--- src/rtl/multicycle_ctrl_if.sv ---
// Instruction and data memory request/acknowledge handshakes between the
// multi-cycle controller (master) and the memory subsystem (slave).
interface multicycle_ctrl_if;
    logic imem_req;
    logic imem_ack;
    logic dmem_req;
    logic dmem_we;
    logic dmem_ack;

    modport master (
        output imem_req,
        output dmem_req,
        output dmem_we,
        input  imem_ack,
        input  dmem_ack
    );

    modport slave (
        input  imem_req,
        input  dmem_req,
        input  dmem_we,
        output imem_ack,
        output dmem_ack
    );
endinterface

--- src/rtl/multicycle_ctrl.sv ---
// Multi-cycle RV32I control FSM: sequences FETCH/DECODE/EXEC/MEM/WB around a
// shared datapath and traps on illegal opcodes or memory request timeouts.
module multicycle_ctrl #(
    parameter int unsigned TIMEOUT_CYCLES = 255,
    parameter int unsigned RETIRE_W       = 32
) (
    input  logic                clk,
    input  logic                rst_n,
    multicycle_ctrl_if.master   mem,
    input  logic [6:0]          opcode,
    input  logic [2:0]          funct3,
    input  logic                branch_cond,
    output logic                ir_we,
    output logic                alu_src_a,
    output logic                alu_src_b,
    output logic [1:0]          alu_op,
    output logic [2:0]          alu_funct3,
    output logic [2:0]          imm_sel,
    output logic                alu_out_we,
    output logic                rf_we,
    output logic [1:0]          wb_sel,
    output logic                pc_we,
    output logic [1:0]          pc_sel,
    output logic                trap,
    output logic [1:0]          trap_cause,
    output logic [RETIRE_W-1:0] instret
);

    typedef enum logic [2:0] {
        S_BOOT, S_FETCH, S_DECODE, S_EXEC, S_MEM, S_WB, S_TRAP
    } state_t;

    typedef enum logic [3:0] {
        C_NONE, C_LUI, C_AUIPC, C_JAL, C_JALR, C_BRANCH,
        C_LOAD, C_STORE, C_OPIMM, C_OP
    } class_t;

    localparam logic [2:0]  IMM_I     = 3'b000;
    localparam logic [2:0]  IMM_S     = 3'b001;
    localparam logic [2:0]  IMM_B     = 3'b010;
    localparam logic [2:0]  IMM_U     = 3'b011;
    localparam logic [2:0]  IMM_J     = 3'b100;
    localparam logic [15:0] WAIT_LAST = 16'(TIMEOUT_CYCLES - 1);

    state_t                state_reg;
    class_t                class_reg;
    logic [15:0]           wait_reg;
    logic                  trap_reg;
    logic [1:0]            cause_reg;
    logic [RETIRE_W-1:0]   instret_reg;
    class_t                opcode_class;
    logic                  is_store;
    logic                  imem_req_c;
    logic                  dmem_req_c;
    logic                  dmem_we_c;

    function automatic class_t classify(input logic [6:0] op);
        case (op)
            7'b0110111: return C_LUI;
            7'b0010111: return C_AUIPC;
            7'b1101111: return C_JAL;
            7'b1100111: return C_JALR;
            7'b1100011: return C_BRANCH;
            7'b0000011: return C_LOAD;
            7'b0100011: return C_STORE;
            7'b0010011: return C_OPIMM;
            7'b0110011: return C_OP;
            default:    return C_NONE;
        endcase
    endfunction

    assign opcode_class = classify(opcode);
    assign is_store     = (class_reg == C_STORE);

    always_ff @(posedge clk or negedge rst_n) begin
        if (!rst_n) begin
            state_reg   <= S_BOOT;
            class_reg   <= C_NONE;
            wait_reg    <= '0;
            trap_reg    <= 1'b0;
            cause_reg   <= 2'b00;
            instret_reg <= '0;
        end else begin
            // The wait counter only survives across unacknowledged FETCH/MEM cycles.
            wait_reg <= '0;
            case (state_reg)
                S_BOOT: state_reg <= S_FETCH;
                S_FETCH: begin
                    if (mem.imem_ack) begin
                        state_reg <= S_DECODE;
                    end else if (wait_reg == WAIT_LAST) begin
                        state_reg <= S_TRAP;
                        trap_reg  <= 1'b1;
                        cause_reg <= 2'b10;
                    end else begin
                        wait_reg <= wait_reg + 16'd1;
                    end
                end
                S_DECODE: begin
                    if (opcode_class == C_NONE) begin
                        state_reg <= S_TRAP;
                        trap_reg  <= 1'b1;
                        cause_reg <= 2'b01;
                    end else begin
                        class_reg <= opcode_class;
                        state_reg <= S_EXEC;
                    end
                end
                S_EXEC: begin
                    if (class_reg == C_BRANCH) begin
                        instret_reg <= instret_reg + RETIRE_W'(1);
                        state_reg   <= S_FETCH;
                    end else if (class_reg == C_LOAD || class_reg == C_STORE) begin
                        state_reg <= S_MEM;
                    end else begin
                        state_reg <= S_WB;
                    end
                end
                S_MEM: begin
                    if (mem.dmem_ack) begin
                        if (is_store) begin
                            instret_reg <= instret_reg + RETIRE_W'(1);
                            state_reg   <= S_FETCH;
                        end else begin
                            state_reg <= S_WB;
                        end
                    end else if (wait_reg == WAIT_LAST) begin
                        state_reg <= S_TRAP;
                        trap_reg  <= 1'b1;
                        cause_reg <= 2'b11;
                    end else begin
                        wait_reg <= wait_reg + 16'd1;
                    end
                end
                S_WB: begin
                    instret_reg <= instret_reg + RETIRE_W'(1);
                    state_reg   <= S_FETCH;
                end
                S_TRAP:  state_reg <= S_TRAP;
                default: state_reg <= S_BOOT;
            endcase
        end
    end

    always_comb begin
        imem_req_c = 1'b0;
        dmem_req_c = 1'b0;
        dmem_we_c  = 1'b0;
        ir_we      = 1'b0;
        alu_src_a  = 1'b0;
        alu_src_b  = 1'b0;
        alu_op     = 2'b00;
        alu_funct3 = 3'b000;
        imm_sel    = IMM_I;
        alu_out_we = 1'b0;
        rf_we      = 1'b0;
        wb_sel     = 2'b00;
        pc_we      = 1'b0;
        pc_sel     = 2'b00;
        case (state_reg)
            S_FETCH: begin
                imem_req_c = 1'b1;
                ir_we      = mem.imem_ack;
            end
            S_EXEC: begin
                alu_out_we = 1'b1;
                alu_funct3 = funct3;
                case (class_reg)
                    C_LUI:    begin alu_op = 2'b11; imm_sel = IMM_U; end
                    C_AUIPC:  begin alu_src_a = 1'b1; alu_src_b = 1'b1; imm_sel = IMM_U; end
                    C_JAL:    begin alu_src_a = 1'b1; alu_src_b = 1'b1; imm_sel = IMM_J; end
                    C_JALR:   begin alu_src_b = 1'b1; imm_sel = IMM_I; end
                    C_BRANCH: begin
                        alu_op  = 2'b01;
                        imm_sel = IMM_B;
                        pc_we   = 1'b1;
                        pc_sel  = branch_cond ? 2'b01 : 2'b00;
                    end
                    C_LOAD:   begin alu_src_b = 1'b1; imm_sel = IMM_I; end
                    C_STORE:  begin alu_src_b = 1'b1; imm_sel = IMM_S; end
                    C_OPIMM:  begin alu_src_b = 1'b1; alu_op = 2'b10; imm_sel = IMM_I; end
                    C_OP:     alu_op = 2'b10;
                    default:  ;
                endcase
            end
            S_MEM: begin
                dmem_req_c = 1'b1;
                dmem_we_c  = is_store;
                pc_we      = is_store && mem.dmem_ack;
            end
            S_WB: begin
                rf_we  = 1'b1;
                pc_we  = 1'b1;
                wb_sel = (class_reg == C_LOAD) ? 2'b01 :
                         (class_reg == C_JAL || class_reg == C_JALR) ? 2'b10 : 2'b00;
                pc_sel = (class_reg == C_JAL)  ? 2'b01 :
                         (class_reg == C_JALR) ? 2'b10 : 2'b00;
            end
            default: ;
        endcase
    end

    assign mem.imem_req = imem_req_c;
    assign mem.dmem_req = dmem_req_c;
    assign mem.dmem_we  = dmem_we_c;
    assign trap         = trap_reg;
    assign trap_cause   = cause_reg;
    assign instret      = instret_reg;

endmodule

--- src/flat_wrapper.sv ---
// flat-port wrapper written by rule: the top's interface ports become plain ports
module multicycle_ctrl_flat 
#(
    parameter int unsigned TIMEOUT_CYCLES = 255,
    parameter int unsigned RETIRE_W       = 32
)
  (clk, rst_n, opcode, funct3, branch_cond, ir_we, alu_src_a, alu_src_b, alu_op, alu_funct3, imm_sel, alu_out_we, rf_we, wb_sel, pc_we, pc_sel, trap, trap_cause, instret, mem_imem_req, mem_dmem_req, mem_dmem_we, mem_imem_ack, mem_dmem_ack);
  multicycle_ctrl_if mem_i ();
  input  logic clk;
  input  logic rst_n;
  input  logic [6:0] opcode;
  input  logic [2:0] funct3;
  input  logic branch_cond;
  output logic ir_we;
  output logic alu_src_a;
  output logic alu_src_b;
  output logic [1:0] alu_op;
  output logic [2:0] alu_funct3;
  output logic [2:0] imm_sel;
  output logic alu_out_we;
  output logic rf_we;
  output logic [1:0] wb_sel;
  output logic pc_we;
  output logic [1:0] pc_sel;
  output logic trap;
  output logic [1:0] trap_cause;
  output logic [RETIRE_W-1:0] instret;
  output wire logic [$bits(mem_i.imem_req)-1:0] mem_imem_req;
  output wire logic [$bits(mem_i.dmem_req)-1:0] mem_dmem_req;
  output wire logic [$bits(mem_i.dmem_we)-1:0] mem_dmem_we;
  input wire logic [$bits(mem_i.imem_ack)-1:0] mem_imem_ack;
  input wire logic [$bits(mem_i.dmem_ack)-1:0] mem_dmem_ack;
  assign mem_imem_req = mem_i.imem_req;
  assign mem_dmem_req = mem_i.dmem_req;
  assign mem_dmem_we = mem_i.dmem_we;
  assign mem_i.imem_ack = mem_imem_ack;
  assign mem_i.dmem_ack = mem_dmem_ack;
  multicycle_ctrl #(.TIMEOUT_CYCLES(TIMEOUT_CYCLES), .RETIRE_W(RETIRE_W)) u_core (.clk(clk), .rst_n(rst_n), .mem(mem_i), .opcode(opcode), .funct3(funct3), .branch_cond(branch_cond), .ir_we(ir_we), .alu_src_a(alu_src_a), .alu_src_b(alu_src_b), .alu_op(alu_op), .alu_funct3(alu_funct3), .imm_sel(imm_sel), .alu_out_we(alu_out_we), .rf_we(rf_we), .wb_sel(wb_sel), .pc_we(pc_we), .pc_sel(pc_sel), .trap(trap), .trap_cause(trap_cause), .instret(instret));
endmodule
--- config.mk ---
export PLATFORM = sky130hd
export DESIGN_NAME = multicycle_ctrl_flat
export DESIGN_NICKNAME = d
export VERILOG_FILES = /design/src/rtl/multicycle_ctrl_if.sv /design/src/rtl/multicycle_ctrl.sv /design/src/flat_wrapper.sv
export SDC_FILE = /design/constraint.sdc
export NUM_CORES = 1
export LEC_CHECK = 0
export CORE_UTILIZATION = 40
export DETAILED_ROUTE_END_ITERATION = 6
export MAX_ROUTING_LAYER = met4
export PLACE_DENSITY = 0.66
export SETUP_SLACK_MARGIN = 0.3
export SLEW_MARGIN = 20
export SYNTH_ARGS = -nofsm -noshare
export SYNTH_HDL_FRONTEND = slang
export SYNTH_SLANG_ARGS = --single-unit
--- constraint.sdc ---
create_clock -name clk -period 2.7 [get_ports clk]
set_input_delay 0.675 -clock clk [delete_from_list [all_inputs] [get_ports clk]]
set_output_delay 0.675 -clock clk [all_outputs]
set_load 0.01 [all_outputs]
* After elaboration in Yosys (flattened, before gate mapping)
Index checks and enable logic that the tools add are counted.
Cells by class: reductions and logical operators 16, bitwise gates (word level) 1, $add $sub $neg 2, eq/ne operators 33, muxes and demuxes 53
Operators by type and width (number):
- $mux 32 | 3
- $pmux 32 s3 | 1
- $mux 16 | 3
- $pmux 4 s9 | 1
- $add 32x1->32 const B | 1
- $pmux 16 s2 | 1
- $mux 2 | 12
- $mux 3 | 8
- $eq 7x6->1 const B | 3
- $eq 7x7->1 const B | 3
- $pmux 3 s6 | 1
- $mux 1 | 17
- $add 16x1->16 const B | 1
- $eq 16x8->1 const B | 1
- $eq 4x3->1 const B | 4
- $eq 7x5->1 const B | 2
- $pmux 2 s3 | 2
- $pmux 3 s4 | 1
- $ne 2x1->1 const B | 5
- $eq 3x3->1 const B | 3
- $eq 4x2->1 const B | 2
- $eq 4x4->1 const B | 2
- $reduce_and 4->1 | 2
- $reduce_or 2->1 | 4
- 16 further kinds | 22
Word-level totals: bits in registers 58, output and inout bits 56

* Logic depth before layout (Yosys ltp)
Gate-level depths: netlist (run 1).
word-level depth 5, depth in mapped cells 9, gate-level depth less buffers 7

* Least setup slack after synthesis (run 1)
No wires, ideal clock.
path kind reg-to-output, from register u_core.class_reg[0], to output port imm_sel[0], data required time 2.025 ns, arrival 1.421 ns, path buffers 1, stages on the path, launching flop included 4, setup slack 0.604 ns, path through dfrtp_1 > clkbuf_1 > nand2_1 > a2111oi_0
Between the ends: cells in the longest elaborated chain, start to end 4, elaborated cells between the ends (all ways) 8, those cells by class eq/ne (5); mux (2); reduce/logical (1)
RTL lines:
- start, declared | RTL line multicycle_ctrl.sv:46 | class_t class_reg;
- start signal, assigned | RTL line multicycle_ctrl.sv:105 | class_reg <= opcode_class;
- $eq 4x1->1 or $eq 4x2->1 (tied branches) | RTL line multicycle_ctrl.sv:168 | case (class_reg)
- $reduce_or 2->1 (no source line)
- $pmux 3 s4 * | RTL line multicycle_ctrl.sv:168
- $mux 3 * | RTL line multicycle_ctrl.sv:160 | case (state_reg)
- end, declared | RTL line flat_wrapper.sv:19 | output logic [2:0] imm_sel;
Mark *: on every way between the ends. The rest lies on a longest branch, timed or not.

* Worst setup path in the final report (run 1)
from register u_core.class_reg[3], to output port pc_we
Between the ends: cells in the longest elaborated chain, start to end 3, elaborated cells between the ends (all ways) 5, those cells by class eq/ne (2); mux (2); reduce/logical (1)
RTL lines:
- $eq 4x3->1 (on tied branches) | RTL line multicycle_ctrl.sv:168, multicycle_ctrl.sv:73
- $mux 1 or $logic_and 1x1->1 (tied branches) | RTL line multicycle_ctrl.sv:168, multicycle_ctrl.sv:189
- $pmux 1 s3 * | RTL line multicycle_ctrl.sv:160
- end, declared | RTL line flat_wrapper.sv:23 | output logic pc_we;
Marks and branches as above.

==> results.md, run 1 <==
- Status: complete, no violations
- Cell Int Power: about 2 mW
- Initial core utilization: between 40 and 50%
- Total power: 3.15 mW
- Ys async rst share: between 90% and 100%
- Setup violations, final: 0
- Skew final: between 0.004 and 0.005 ns
- Die area: roughly 0.0083 sq mm
- Leak: between 2 and 2.5 nW
- Die Y: around 91 um
- WP buf/inv: 2
- DRC: 0
- Routed wire length: about 7.6 mm
- Fmax: 414 MHz
- Post-synth top area cell: dfrtp_1
- Worst r2r path cells: 7
- Hold WS: between 0.3 and 0.4 ns
- Critical path endpoint category: output pin
- Min cycle time layout: 2.42 ns
- Post-CTS Hold Fix Bufs: 0
- Synth Register Bits: 58
- Gr ovfl total: 0
- EDFF count, synth: 0
- CP startpoint kind: flip-flop
- Period utilization: 89.5%
- Ant. Diodes: 0
- Yosys cell types: 50
- Post-Synth XOR/XNOR Area: between 10% and 20%
- CP max FO: 12
- Instance count on the critical path: 5
- Crit path launch: u_core.class_reg[3]$_DFFE_PN0P_
- CTS tree: done
- CORE AREA: ~0.0077 sq mm
- Pins Over Slew Limit: 0
- Flop pwr share: roughly 35%
- Yosys Warn Count: 0
- Clock latency at the later pin of the worst-skew pair: 0.33 ns
- Fin area: 0.00443 sq mm
- Antenna viol nets, final: 0
- Top cells by area, synth: dfrtp_1 46%, xor2_1 8.6%, nor2_1 4.5%
- Clock Pin Slew Worst Setup and Hold Paths: roughly 0.070 ns
- # rows: 32
- Top_reg_cell synth: dfrtp_1
- Cell Area, Synth: between 0.003 and 0.004 sq mm
- Clock buffer depth: 2
- Post-synthesis compound-gate area fraction: between 9 and 10%
- Area share of the largest cell type after synthesis: 45.7%
- Layout cells sized above 1: 18.3%
- Worst Setup EP: pc_we
- Post-layout util: roughly 58%
- Crit path cell chain: nand4b_1 > buf_4 > nor3_4 > or2_4 > clkbuf_2
- DRT iter0 DRCs: between 90 and 100
- # H-tree levels: 3
- Post-synthesis simple-gate area fraction: between 20 and 30%
- CP max stage cell: dfrtp_2
- Vias per cell: ~5.2
- CTS buffer count: 9
- Number of flip-flops in the largest register: 32
- NetSw: around 1.1 mW
- Post-synthesis instance total: around 330
- Clk pwr share: 25.8%
- Switching part of the total: between 30% and 40%
- RSZ-0062 raised after global routing: yes
- Initial antenna violation count: 0
- Max-Cap Viols: 0
- CTS Root Buffer Type: clkbuf_8
- Rel. slew slack: between 50% and 60%
- Clk sinks: 58
- Final net count: around 440
- Syn nets: 347
- Post-Synth Adder-Cell Area: under 10%
- WL/cell: 14.2 um
- Largest net degree at the start of global routing: roughly 60
- Crit path DAT: 1.74 ns
- Total placed instance area: between 0.004 and 0.005 sq mm
- Setup CP Type: reg2out
- Max incr delay on CP: about 0.5 ns
- Worst R2R End: u_core.instret[22]$_DFFE_PN0P_
- CP required: 2.03 ns
- GP Congestion: roughly 0.80
- Hold Path Class: in2async
- IO Count: just over 70
- Endpoints failing hold: 0
- Combinational Power Share: between 30% and 40%
- Syn Area/Cell: 9.65 sq um
- Worst r2r src: u_core.class_reg[3]$_DFFE_PN0P_
- First drt pass iteration count: 4
- DR vias: between 2000 and 3000
- Slew at the pin closest to its max-slew limit: 0.661 ns
- Largest family of logic cells by synthesized area: simple AND/OR/NAND/NOR gates
- First-pass GRT wire length: 12.7 mm
- Area Growth Syn to Fin: 39.4%
- Crit path max-delay family: simple AND/OR/NAND/NOR gates
- Dpl hpwl: ~5 mm
- Number of global-route vias before repair: between 2000 and 3000
- Peak supply drop: between 0.5 and 0.6 mV
- Die width: ~91 um
- Mux cell area share after synthesis: 0.355%
- Cell Pwr Density: 713 mW/mm^2
- Register area share after synthesis: 45.7%
- Reg2Reg Setup Slack: about 0.60 ns
- Global Route Usage Sum: just under 20%
- Buffers on Ports: 70
==> power groups by stage <==
stage | registers, mW | clock network, mW | logic [mW]
after floorplan | 1.09 | 0 | 0.598
after global routing | 1.13 | 0.871 | 1.33
after CTS | 1.11 | 0.832 | 1.16
after detailed placement | 1.17 | 0 | 0.961
after global placement | 1.16 | 0 | 0.949
final | 1.12 | 0.815 | 1.22
==> area by class of cell <==
class                   instances  area, sq um
clock buffers                  11          151
clock inverters                 5         52.6
fillers                       693         3260
inverters                      10         37.5
multi-input cells             248         1710
flip-flops and latches         58         1460
well taps                     102          128
repair buffers                 99          883
==> metrics by stage <==
step                instances  setup slack [ns]  TNS [ns]
global route              533             0.230         0
CTS                       530            0.0723         0
floorplan                 329             0.604         0
global placement          498            -0.145    -0.145
detailed placement        498            -0.156    -0.156
finish                    533             0.285         0
==> layout by cell type, fill, tap and decap left out, drive strengths merged, types with 2 or more instances in the layout <==
cell,n
a211oi,3
a21o,2
a21oi,7
a32o,2
and2,3
and3,16
and4,6
buf,31
clkbuf,16
clkdlybuf4s50,47
clkinv,3
dfrtp,58
dlygate4sd2,14
dlymetal6s2s,2
ha,3
inv,10
nand2,24
nand2b,10
nand3,18
nand3b,2
nand4,9
nor2,38
nor2b,2
nor3,7
nor4,12
nor4b,2
o2111ai,2
o21a,4
o21ai,10
o32ai,2
or2,2
or3,3
xnor2,15
xor2,31
==> worst register-to-register path, stage by stage, from the launching register on <==
cell	delay (ns)
dfrtp_2	0.50
nand4b_1	0.26
buf_4	0.18
nor3_4	0.19
buf_4	0.17
o2111ai_2	0.28
nor3_1	0.29
xor2_1	0.17
==> synthesized netlist by cell type (3+ instances only) <==
| master | n |
|---|---|
| a211oi_1 | 3 |
| a21oi_1 | 7 |
| and2_1 | 3 |
| and3_1 | 16 |
| and4_1 | 5 |
| buf_2 | 6 |
| clkbuf_1 | 7 |
| dfrtp_1 | 58 |
| ha_1 | 3 |
| inv_1 | 10 |
| nand2_1 | 24 |
| nand2b_1 | 9 |
| nand3_1 | 18 |
| nand4_1 | 9 |
| nor2_1 | 38 |
| nor3_1 | 6 |
| nor4_1 | 10 |
| o21a_1 | 4 |
| o21ai_0 | 7 |
| or3_1 | 3 |
| xnor2_1 | 15 |
| xor2_1 | 31 |
==> layer usage <==
layer / GRT usage, % / vias to the layer above / routed length, um / part of all wire [%]
li1: - / 1361 / - / -
met1: 24.7 / 1340 / 3470 / 46
met2: 30.4 / 83 / 3600 / 48
met3: 4.02 / 6 / 416 / 5.5
met4: 7.41 / 0 / 61 / 0.81
met5: - / - / 0 / 0
==> worst min-delay path by stage <==
stage	cells past startpoint	startpoint	end	slack, ns
2_1_floorplan	0	rst_n	u_core.class_reg[0]$_DFFE_PN0P_	0.38
3_3_place_gp	1	u_core.trap$_DFFE_PN0P_	u_core.trap$_DFFE_PN0P_	0.44
3_5_place_dp	1	u_core.trap$_DFFE_PN0P_	u_core.trap$_DFFE_PN0P_	0.45
4_1_cts	2	rst_n	u_core.instret[16]$_DFFE_PN0P_	0.34
5_1_grt	2	rst_n	u_core.instret[18]$_DFFE_PN0P_	0.36
6_report	2	rst_n	u_core.instret[18]$_DFFE_PN0P_	0.33
==> timing repair <==
| item | CTS | global route |
|---|---|---|
| endpoints found under the setup margin | 21 | 10 |
| endpoints found under the hold margin | 0 | 0 |
| resized for setup | 38 | 19 |
| pin swaps | 5 | 2 |
| buffers inserted | 16 | 3 |
==> cells by family (layout without fill, tap and decap cells) <==
family	after synthesis	count (layout)
mux	1	1
xor+xnor	46	46
buf+inv	23	125
compound gates	39	39
flops	58	58
fa+ha+maj	3	3
simple gates	159	159
(Power assumes the default switching activity.)
==> inputs of run 2 (changes only) <==
--- a/config.mk
+++ b/config.mk
@@ -9,7 +9,7 @@
 export DETAILED_ROUTE_END_ITERATION = 6
 export MAX_ROUTING_LAYER = met4
 export PLACE_DENSITY = 0.66
-export SETUP_SLACK_MARGIN = 0.3
+export SETUP_SLACK_MARGIN = 0.4
 export SLEW_MARGIN = 20
 export SYNTH_ARGS = -nofsm -noshare
 export SYNTH_HDL_FRONTEND = slang
==> run 2 against run 1 <==
  * Register-to-register slack improved by 0.06 ns
  * Sequential power is essentially flat
  * Non-clock buffer count increased by 9
  * Critical path depth is the same
  * Hold slack got worse by 0.0014 ns
  * Critical endpoint unchanged
==> results.md, run 2 (synthesis gave the netlist of run 1 again) <==
- Filler cells: between 600 and 700
- Setup CP Type: reg2out
- Pins Over Slew Limit: 0
- Initial core utilization: 41.3%
- CP max stage cell: dfrtp_2
- # H-tree levels: 3
- Critical path endpoint category: output pin
- Ant. Diodes: 0
- Area Growth Syn to Fin: 43.2%
- Crit path cell chain: nand4b_1 > buf_4 > nor3_4 > or2_4 > buf_6
- Reg2Reg Setup Slack: approximately 0.66 ns
- Total placed instance area: between 0.004 and 0.005 sq mm
- Routed wire length: a little under 8 mm
- CP required: ~2.0 ns
- CTS tree: done
- Clk sinks: 58
- Gr ovfl total: 0
- Antenna viol nets, final: 0
- Leak: about 2.1 nW
- Final net count: about 450
- Layout cells sized above 1: a little over a fifth
- DRT iter0 DRCs: 88
- Clock Pin Slew Worst Setup and Hold Paths: 0.07 ns
- Number of flip-flops in the largest register: 32
- First drt pass iteration count: 4
- Hold Path Class: in2async
- CTS buffer count: 9
- WL/cell: between 10 and 15 um
- First-pass GRT wire length: roughly 13 mm
- Post-layout util: about 59%
- Slew at the pin closest to its max-slew limit: 0.673 ns
- Worst r2r path cells: 7
- Min cycle time layout: 2.32 ns
- Die width: 91.1 um
- CP max FO: 8
- Commonest cells after routing, fill and taps aside: 52 x dfrtp_1, 46 x clkdlybuf4s50_1, 37 x nor2_1
- CORE AREA: roughly 0.0077 sq mm
- Clock latency at the later pin of the worst-skew pair: about 0.33 ns
- Max-Cap Viols: 0
- Status: complete, no violations
- Skew final: between 0.004 and 0.005 ns
- Fin area: 0.00455 sq mm
- Number of global-route vias before repair: roughly 2800
- Endpoints failing hold: 0
- CTS Root Buffer Type: clkbuf_8
- Period utilization: between 80 and 90%
- Max incr delay on CP: ~0.47 ns
- Worst r2r src: u_core.class_reg[3]$_DFFE_PN0P_
- Die Y: between 90 and 100 um
- Global Route Usage Sum: between 10% and 20%
- Initial antenna violation count: 0
- Largest net degree at the start of global routing: 59
- Rel. slew slack: about 55%
- Most common cell after layout, fill and taps aside: dfrtp_1
- Dpl hpwl: a little under 5 mm
- DRC: 0
- Buffers on Ports: 70
- CP startpoint kind: flip-flop
- Clock buffer depth: 2
- IO Count: a little over 70
- GP Congestion: 0.805
- Cell Pwr Density: roughly 700 mW/mm^2
- DR vias: roughly 2800
- Setup violations, final: 0
- Peak supply drop: about 0.60 mV
- Worst R2R End: u_core.instret[22]$_DFFE_PN0P_
- Fmax: 430 MHz
- Vias per cell: about 5.2
- Die area: roughly 0.0083 sq mm
- RSZ-0062 raised after global routing: yes
- # rows: 32
- Crit path DAT: 1.65 ns
## run 2: cell types whose count changed in the layout (fill, tap and decap cells not counted), moves of 2 or more
cell	before	now
clkbuf_2	5	3
dlygate4sd2_1	14	9
clkdlybuf4s15_1	0	3
buf_4	28	32
buf_6	0	6
buf_2	2	5
## run 2: layout make-up
cell class                      count  area (sq um)  share of cell area, %
Tap cell                          102           128                   2.81
Sequential cell                    58          1460                   32.1
Clock buffer                       11           151                   3.33
Inverter                           10          37.5                  0.826
Timing Repair Buffer              108           982                   21.6
Multi-Input combinational cell    248          1740                   38.2
Clock inverter                      5          52.6                   1.16
## run 2: repair_timing
action,CTS,global route
endpoints found under the setup margin,21,10
pin swaps,6,6
hold endpoints to repair,0,0
buffers inserted,20,8
hold buffers,0,0
gates resized for setup,61,20
## run 2: per-layer routing
layer  wire length, um  track usage (%)  vias to the layer above
met5                 0                -                        -
met4                61             6.88                        0
met3               407             3.94                        6
met2              3750             30.9                       81
met1              3530             24.9                     1373
li1                  -                -                     1377
## run 2: power by group
| part | switching (mW) | leakage, nW | internal (mW) |
|---|---|---|---|
| Sequential | 0.132 | 0.763 | 0.969 |
| Combinational | 0.661 | 1.23 | 0.672 |
| Clock | 0.344 | 0.105 | 0.471 |
## run 2: worst max-delay path by stage
| stage | slack [ns] | depth (start not counted) | end | startpoint |
|---|---|---|---|---|
| 2_1_floorplan | 0.60 | 3 | imm_sel[0] | u_core.class_reg[0]$_DFFE_PN0P_ |
| 3_3_place_gp | -0.14 | 5 | pc_we | mem_dmem_ack |
| 3_5_place_dp | -0.16 | 5 | pc_we | mem_dmem_ack |
| 4_1_cts | 0.22 | 5 | pc_we | mem_dmem_ack |
| 5_1_grt | 0.26 | 5 | imm_sel[0] | u_core.class_reg[1]$_DFFE_PN0P_ |
| 6_report | 0.38 | 5 | pc_we | u_core.class_reg[3]$_DFFE_PN0P_ |
## run 2: critical path, delay by kind of cell, from the launching register on
kind	cells	cell delay, ns
and+or+nand+nor	3	0.57
DFF	1	0.47
buffers and inverters	2	0.27
## run 2: metrics by stage
stage               instances  setup slack [ns]  hold slack, ns  setup TNS (ns)  total power, mW
floorplan                 329             0.604           0.379               0             1.69
global placement          498            -0.145           0.445          -0.145             2.11
detailed placement        498            -0.156           0.453          -0.156             2.13
CTS                       534             0.219           0.339               0             3.15
global route              542             0.265           0.359               0             3.43
finish                    542             0.377           0.328               0             3.25
==> inputs of run 3 (changes only) <==
--- a/config.mk
+++ b/config.mk
@@ -5,10 +5,11 @@
 export SDC_FILE = /design/constraint.sdc
 export NUM_CORES = 1
 export LEC_CHECK = 0
-export CORE_UTILIZATION = 40
+export CAP_MARGIN = 30
+export CORE_UTILIZATION = 45
 export DETAILED_ROUTE_END_ITERATION = 6
 export MAX_ROUTING_LAYER = met4
-export PLACE_DENSITY = 0.66
+export PLACE_DENSITY = 0.73
 export SETUP_SLACK_MARGIN = 0.4
 export SLEW_MARGIN = 20
 export SYNTH_ARGS = -nofsm -noshare
==> run 3 against run 2 <==
  * Sequential power is essentially flat
  * Highest routed layer unchanged
  * Non-clock buffer count shrank 3
  * Critical path type unchanged
  * First-iteration DRC count up 42%
  * Largest cell class unchanged
  * Flip-flop and latch count unchanged
  * Largest power group unchanged
  * Clock skew grew 0.0089 ns
  * Via count decreased by 0.85%
  * Global-route usage grew 1.7 points
==> results.md, run 3 (synthesis gave the netlist of run 1 again) <==
- Status: complete, no violations
- Setup violations, final: 0
- Commonest cells after routing, fill and taps aside: 52 x dfrtp_1, 46 x clkdlybuf4s50_1, 35 x nor2_1
- Peak supply drop: 0.388 mV
- DRC: 0
- Number of flip-flops in the largest register: 32
- Min cycle time layout: roughly 2.3 ns
- Endpoints failing hold: 0
- Initial antenna violation count: 0
- Die Y: roughly 86 um
- Reg area: approximately 0.0015 sq mm
- RSZ-0062 raised after global routing: yes
- Clock latency at the later pin of the worst-skew pair: approximately 0.33 ns
- Pins Over Slew Limit: 0
- Global Route Usage Sum: a little over a fifth
- Area Growth Syn to Fin: 41.2%
- Rel. slew slack: 56.1%
- First-pass GRT wire length: ~12 mm
- Fmax: 429 MHz
- Most common cell after layout, fill and taps aside: dfrtp_1
- Layout cells sized above 1: 21.5%
- GP Congestion: between 0.8 and 0.9
- CP startpoint kind: flip-flop
- Die area: ~0.0074 sq mm
- Clock buffer depth: 2
- CP required: around 2 ns
- Antenna viol nets, final: 0
- Fin area: between 0.004 and 0.005 sq mm
- Clk sinks: between 50 and 60
- IO Count: roughly 70
- Final net count: 450
- CTS tree: done
- # H-tree levels: 3
- Largest net degree at the start of global routing: 33
- Crit path DAT: 1.65 ns
- Vias per cell: 5.28
- Ant. Diodes: 0
- CTS buffer count: 9
- Hold Path Class: in2async
- Skew final: approximately 0.014 ns
- Period utilization: between 80% and 90%
- Setup CP Type: reg2out
- CP max FO: 7
- # rows: 30
- Clock Pin Slew Worst Setup and Hold Paths: about 0.07 ns
- First drt pass iteration count: 4
- Critical path endpoint category: output pin
- Slew at the pin closest to its max-slew limit: roughly 0.65 ns
- CTS Root Buffer Type: clkbuf_8
- Post-Place Worst Slack: -0.145 ns
- Gr ovfl total: 0
- Total placed instance area: a little over 0.004 sq mm
- PnR worst setup slack: 0.371 ns
- DR vias: between 2000 and 3000
- Routed wire length: around 7.5 mm
- Max-Cap Viols: 0
- Cell Pwr Density: roughly 710 mW/mm^2
- Dpl hpwl: about 5 mm
- CORE AREA: 0.00679 sq mm
- Post-layout util: ~66%
- Buffers on Ports: 70
- Number of global-route vias before repair: 2694
- Filler cells: ~560
- Area taken by multi-input logic gates: about 0.0017 sq mm
- WL/cell: roughly 14 um
- DRT iter0 DRCs: roughly 130
- Leak: between 2 and 2.5 nW
- Initial core utilization: around 47%
- Die width: about 86 um
run 3: routing by layer:
| layer | part of all wire [%] | wire length, um | vias up | global-route usage (%) |
|---|---|---|---|---|
| met5 | 0 | 0 | - | - |
| met4 | 0.51 | 38 | 0 | 6.21 |
| met3 | 4.8 | 357 | 6 | 4.62 |
| met2 | 48 | 3620 | 72 | 34.1 |
| met1 | 46 | 3490 | 1365 | 27.0 |
| li1 | - | - | 1370 | - |
run 3: critical path, stage by stage, from the launching register on:
cell       delay (ns)
dfrtp_2          0.40
buf_4            0.16
xor2_1           0.14
nor2_1           0.06
a2111oi_2        0.36
buf_2            0.20
run 3: worst paths after layout:
kind	start	cells after the start	slack [ns]	end
worst max-delay path	u_core.class_reg[1]$_DFFE_PN0P_	5	0.37	imm_sel[0]
min in group clk	u_core.trap$_DFFE_PN0P_	1	0.47	u_core.trap$_DFFE_PN0P_
worst min register to register	u_core.trap$_DFFE_PN0P_	1	0.47	u_core.trap$_DFFE_PN0P_
worst min-delay path	rst_n	1	0.26	u_core.instret[17]$_DFFE_PN0P_
worst max register to register	u_core.class_reg[0]$_DFFE_PN0P_	9	0.64	u_core.instret[22]$_DFFE_PN0P_
max in group asynchronous	rst_n	2	1.90	u_core.state_reg[2]$_DFF_PN0_
run 3: stage by stage:
stage	power [mW]	instances	setup TNS, ns	hold WS (ns)
2_1_floorplan	1.69	329	0	0.379
3_3_place_gp	2.09	492	-0.138	0.446
3_5_place_dp	2.11	492	-0.145	0.450
4_1_cts	3.08	525	0	0.263
5_1_grt	3.39	533	0	0.270
6_report	3.20	533	0	0.262
run 3: power by group:
part,leakage [nW],switching (mW),internal [mW]
Clock,0.0945,0.353,0.451
Combinational,1.21,0.638,0.648
Sequential,0.763,0.142,0.969
run 3: cell type report:
class / count / area share (%)
multi-input combinational: 248 / 38.9
sequential: 58 / 32.5
timing repair buffer: 105 / 20.5
clock buffer: 10 / 3.07
tap: 96 / 2.68
clock inverter: 6 / 1.48
inverter: 10 / 0.837
run 3: timing repair:
action / CTS / global route
gates resized for setup: 59 / 20
endpoints found under the setup margin: 21 / 14
hold buffers: 0 / 0
pin swaps: 7 / 4
gates cloned: 0 / 0
buffers inserted: 17 / 8
